[src/rtl/uart_rx_core.sv]
// Oversampling UART receiver: start, DATA_WIDTH data bits LSB-first, optional parity, one stop bit.
// Define UART_RX_MAJORITY_EN for 3-sample majority bit decisions; otherwise a single sample at P/2 is used.
module uart_rx_core #(
   parameter int DATA_WIDTH = 8,
   parameter int PRESC_W    = 6
) (
   input  logic                  CLK,
   input  logic                  RST,
   input  logic                  RX_IN,
   input  logic [PRESC_W-1:0]    Prescale,
   input  logic                  PAR_EN,
   input  logic                  PAR_TYP,
   output logic [DATA_WIDTH-1:0] P_DATA,
   output logic                  data_valid,
   output logic                  par_err,
   output logic                  stp_err
);

   localparam int BW = $clog2(DATA_WIDTH + 1);
   localparam logic [PRESC_W-1:0] C_ONE      = PRESC_W'(1);
   localparam logic [PRESC_W-1:0] C_P8       = PRESC_W'(8);
   localparam logic [PRESC_W-1:0] C_P16      = PRESC_W'(16);
   localparam logic [PRESC_W-1:0] C_P32      = PRESC_W'(32);
   localparam logic [BW-1:0]      C_LAST_BIT = BW'(DATA_WIDTH - 1);
   localparam logic [BW-1:0]      C_BIT_ONE  = BW'(1);

   typedef enum logic [2:0] {
      S_IDLE,
      S_START,
      S_DATA,
      S_PARITY,
      S_STOP
   } state_t;

   state_t                r_state;
   state_t                w_state_nxt;

   logic [PRESC_W-1:0]    r_presc;
   logic                  r_par_en;
   logic                  r_par_typ;
   logic [PRESC_W-1:0]    r_edge_cnt;
   logic [BW-1:0]         r_bit_cnt;
   logic [DATA_WIDTH-1:0] r_shift;
   logic                  r_bit;
   logic                  r_par_bad;

   logic                  w_start;
   logic [PRESC_W-1:0]    w_presc_in;
   logic [PRESC_W-1:0]    w_half;
   logic                  w_last;
   logic                  w_decide;
   logic                  w_bit;
   logic                  w_dv;
   logic                  w_pe;
   logic                  w_se;

   assign w_start    = (r_state == S_IDLE) && !RX_IN;
   assign w_presc_in = ((Prescale == C_P16) || (Prescale == C_P32)) ? Prescale : C_P8;
   assign w_half     = r_presc >> 1;
   assign w_last     = (r_edge_cnt == (r_presc - C_ONE));

`ifdef UART_RX_MAJORITY_EN
   logic r_s0;
   logic r_s1;

   // Two early samples are held; the third is the live line at P/2+1, where the vote is taken.
   always_ff @(posedge CLK or negedge RST) begin
      if (!RST) begin
         r_s0 <= 1'b1;
         r_s1 <= 1'b1;
      end else begin
         if (r_edge_cnt == (w_half - C_ONE)) r_s0 <= RX_IN;
         if (r_edge_cnt == w_half)           r_s1 <= RX_IN;
      end
   end

   assign w_decide = (r_edge_cnt == (w_half + C_ONE));
   assign w_bit    = (r_s0 & r_s1) | (r_s0 & RX_IN) | (r_s1 & RX_IN);
`else
   assign w_decide = (r_edge_cnt == w_half);
   assign w_bit    = RX_IN;
`endif

   always_ff @(posedge CLK or negedge RST) begin
      if (!RST) r_state <= S_IDLE;
      else      r_state <= w_state_nxt;
   end

   always_comb begin
      w_state_nxt = r_state;
      w_dv        = 1'b0;
      w_pe        = 1'b0;
      w_se        = 1'b0;
      case (r_state)
         S_IDLE: begin
            if (!RX_IN) w_state_nxt = S_START;
         end
         S_START: begin
            if (w_decide && w_bit) w_state_nxt = S_IDLE;
            else if (w_last)       w_state_nxt = S_DATA;
         end
         S_DATA: begin
            if (w_last && (r_bit_cnt == C_LAST_BIT))
               w_state_nxt = r_par_en ? S_PARITY : S_STOP;
         end
         S_PARITY: begin
            if (w_last) w_state_nxt = S_STOP;
         end
         S_STOP: begin
            if (w_last) begin
               w_state_nxt = S_IDLE;
               w_se        = !r_bit;
               w_pe        = r_par_bad;
               w_dv        = r_bit && !r_par_bad;
            end
         end
         default: w_state_nxt = S_IDLE;
      endcase
   end

   // The detecting cycle is edge 0, so the counter enters START already at 1.
   always_ff @(posedge CLK or negedge RST) begin
      if (!RST) begin
         r_edge_cnt <= '0;
      end else if (r_state == S_IDLE) begin
         r_edge_cnt <= RX_IN ? '0 : C_ONE;
      end else if (w_last || (w_state_nxt == S_IDLE)) begin
         r_edge_cnt <= '0;
      end else begin
         r_edge_cnt <= r_edge_cnt + C_ONE;
      end
   end

   always_ff @(posedge CLK or negedge RST) begin
      if (!RST) begin
         r_presc   <= '0;
         r_par_en  <= 1'b0;
         r_par_typ <= 1'b0;
         r_bit_cnt <= '0;
         r_shift   <= '0;
         r_bit     <= 1'b0;
         r_par_bad <= 1'b0;
      end else begin
         if (w_start) begin
            r_presc   <= w_presc_in;
            r_par_en  <= PAR_EN;
            r_par_typ <= PAR_TYP;
            r_bit_cnt <= '0;
            r_par_bad <= 1'b0;
         end
         if (w_decide && (r_state != S_IDLE)) r_bit <= w_bit;
         if ((r_state == S_DATA) && w_decide)
            r_shift <= {w_bit, r_shift[DATA_WIDTH-1:1]};
         if ((r_state == S_DATA) && w_last)
            r_bit_cnt <= r_bit_cnt + C_BIT_ONE;
         if ((r_state == S_PARITY) && w_decide)
            r_par_bad <= w_bit ^ (^r_shift) ^ r_par_typ;
      end
   end

   always_ff @(posedge CLK or negedge RST) begin
      if (!RST) begin
         P_DATA     <= '0;
         data_valid <= 1'b0;
         par_err    <= 1'b0;
         stp_err    <= 1'b0;
      end else begin
         data_valid <= w_dv;
         par_err    <= w_pe;
         stp_err    <= w_se;
         if (w_dv) P_DATA <= r_shift;
      end
   end

endmodule
[config.mk]
export PLATFORM = sky130hd
export DESIGN_NAME = uart_rx_core
export DESIGN_NICKNAME = d
export VERILOG_FILES = /design/src/rtl/uart_rx_core.sv
export SDC_FILE = /design/constraint.sdc
export NUM_CORES = 1
export LEC_CHECK = 0
export ABC_CLOCK_PERIOD_IN_PS = 2700
export CORE_ASPECT_RATIO = 0.9
export CORE_MARGIN = 2
export CORE_UTILIZATION = 56
export CTS_CLUSTER_DIAMETER = 150
export DETAILED_ROUTE_END_ITERATION = 8
export HOLD_SLACK_MARGIN = 0.1
export PLACE_DENSITY = 0.77
export SLEW_MARGIN = 30
export SYNTH_ARGS = -nofsm -noshare
export SYNTH_HDL_FRONTEND = slang
export SYNTH_SLANG_ARGS = --single-unit
[constraint.sdc]
create_clock -name CLK -period 2.7 [get_ports CLK]
set_clock_uncertainty 0.1 [all_clocks]
set_input_delay 0.54 -clock CLK [delete_from_list [all_inputs] [get_ports CLK]]
set_output_delay 0.54 -clock CLK [all_outputs]
set_load 0.05 [all_outputs]
==> results.ini <==
[timing]
hold_violations = 0
min_period_ps = 2501
period_share_pct = 92.62
whs_ps = 112.2
fmax_ghz = 0.3999
slew-limit-headroom_pct = 52.04
maxSlewViolCount = 0
final-setup-viol-count = 0
grt_setup_unrepaired = false
worst_slew_pin_slew_ps = 717.8
setup_tns_ps = 0
setup_slack_ps = 199.3

[cts]
htree_num_levels = 2
cts_tree = yes
cts_hold_buf = 0
cts_repair_resize_count = 0
cts_sinks = 42
cts.path.max_buffers = 2
clkTransAtPathRegs_ps = 80
insertion_delay_ps = 300
cts_setup_buffers = 0
root_buffer = clkbuf_8
cts_inserted_buffers = 5

[synthesis]
synth_cell_type_count = 40
synth_area_mm2 = 0.002138
ys_ff_latch = 42
synth_ff_type = dfrtp_1
yosysSeqAreaShare_pct = 49.15
yosys_warnings = 0
synth_edf_count = 0
synthCells = 196
syn_area_per_cell_um2 = 10.91
synthArstFlopShare_pct = 100.0
syn_nets = 210

[worst_setup_path]
r2r_start = r_presc[1]
rr_worst_depth = 5
slowest_stage = or4_1
r2r-end = r_edge_cnt[0]
crit_type = flop to flop
critPathMaxStageDelay_ps = 560
worst_setup_path_start_kind = flop
worstSetupEndpointType = flop
ff2ff_setup_slack_ps = 200
worstPathRequired_ps = 2770
worstPathCellList = or4_1, or3_4, a211o_2, o211ai_1, o21ai_0
arrival_ps = 2570
crit_fanout = 6

[floorplan]
coreArea_mm2 = 0.003679
start_util_pct = 58.13
io_pins = 22
die_h_um = 62.62
die_area_mm2 = 0.004329
die_x_um = 69.14
num_rows = 21

[drt]
routed-via-count = 1539
drc = 0
drt_iter0_drc = 84
drt_wl_total_um = 4238
vias_per_cell = 5.764
routedWlPerCell_um = 15.87
drt_first_pass_iters = 4
ant_nets = 0

[worst_hold_path]
hp-class = input pin to asynchronous set/reset pin

[grt]
antenna_found_initial = 0
grt_max_degree = 43
gr-usage-all-layers_pct = 20.93
grt_pass1_wl_um = 7127
first_global_vias = 1539
overflow = 0

[status]
status = completed

[placed_design]
place_congestion = 0.8942
place_area_mm2 = 0.002401
dp_hpwl_um = 3077
placed_cells = 259
portBuffers = 21
dp_slack_ps = 214.9

[power]
pwr_density_cell_mw_per_mm2 = 763.4
finalPower_mw = 1.905
leakagePower_nw = 1.138
vdd_drop_max_mv = 0.4136

[layout]
drive_gt1_share_pct = 16.29
mostFrequentLayoutCells = 42 x dfrtp_1, 20 x clkdlybuf4s50_1, 19 x nor2_1
diodes = 0
area_growth_pct = 16.68
nNetsFinal = 234
final_area_mm2 = 0.002495
fin_cells = 267
final_common_cell = dfrtp_1
final_util_pct = 67.82

[flow_run]
drv_cap = 0

==> where the power goes <==
part           switching (mW)  internal [mW]  total [mW]
Combinational           0.336          0.286       0.622
Sequential              0.138          0.726       0.864
Clock                   0.213          0.206       0.419
==> Yosys cell counts, types with 2 or more instances <==
master | number | share of area [%]
mux2i_1 | 3 | 1.4
or4_1 | 3 | 1.1
o2111ai_1 | 2 | 0.82
a22o_1 | 2 | 0.82
and3_1 | 2 | 0.59
xor2_1 | 9 | 3.7
inv_1 | 5 | 0.88
clkbuf_1 | 8 | 1.4
ha_1 | 3 | 1.8
dfrtp_1 | 42 | 49
nor3_1 | 3 | 0.70
nor2b_1 | 7 | 2.0
nand3_1 | 5 | 1.2
nand2_1 | 15 | 2.6
mux2_2 | 17 | 9.0
nor2_1 | 19 | 3.3
o21ai_0 | 6 | 1.4
nand2b_1 | 2 | 0.59
o211ai_1 | 2 | 0.70
xnor2_1 | 17 | 7.0
and2_1 | 3 | 0.88
nor4_1 | 3 | 0.88
==> worst max-delay path by stage <==
stage               endpoint  cells after the start  slack (ps)        from
2_1_floorplan      P_DATA[0]                      5         310  r_presc[1]
3_3_place_gp   r_edge_cnt[0]                      5         290  r_presc[1]
3_5_place_dp       P_DATA[3]                      7         210  r_presc[0]
4_1_cts            P_DATA[3]                      5         210  r_presc[2]
5_1_grt        r_edge_cnt[0]                      5          50  r_presc[1]
6_report       r_edge_cnt[0]                      5         200  r_presc[1]
==> kinds of logic after synthesis <==
| kind of cell | share of synthesized area (%) |
|---|---|
| simple gates | 17.44 |
| flops | 49.15 |
| xor+xnor | 10.65 |
| compound gates | 8.368 |
| mux | 10.36 |
| buf+inv | 2.282 |
| fa+ha+maj | 1.756 |
==> sequential cells by signal, indices dropped and copies added, names as in the netlist <==
signal	cells
r_par_en	1
r_shift	8
data_valid	1
r_par_typ	1
stp_err	1
r_presc	6
r_par_bad	1
r_bit_cnt	4
par_err	1
r_edge_cnt	6
r_bit	1
P_DATA	8
r_state	3
==> final cells by class <==
cell class | instances | area (µm²)
sequential | 42 | 1051
tap | 46 | 57.56
multi-input combinational | 141 | 1039
timing repair buffer | 25 | 237.7
clock inverter | 1 | 5.005
clock buffer | 7 | 86.33
fill | 265 | 1184
inverter | 5 | 18.77
==> critical path: cells and delay by family (launching register included) <==
kind,cells,cell delay (ps)
AND/OR/NAND/NOR,2,920
flip-flops,1,420
AO/OA/AOI/OAI,3,940
==> layer usage <==
metal	GRT usage (%)	vias to the layer above	part of all wire (%)
met5	0	-	0
met4	5.392	0	0.54
met3	6.290	4	5.3
met2	35.22	48	49
met1	26.53	762	45
li1	-	725	-
Note: power is estimated with default switching activity, not from simulation.
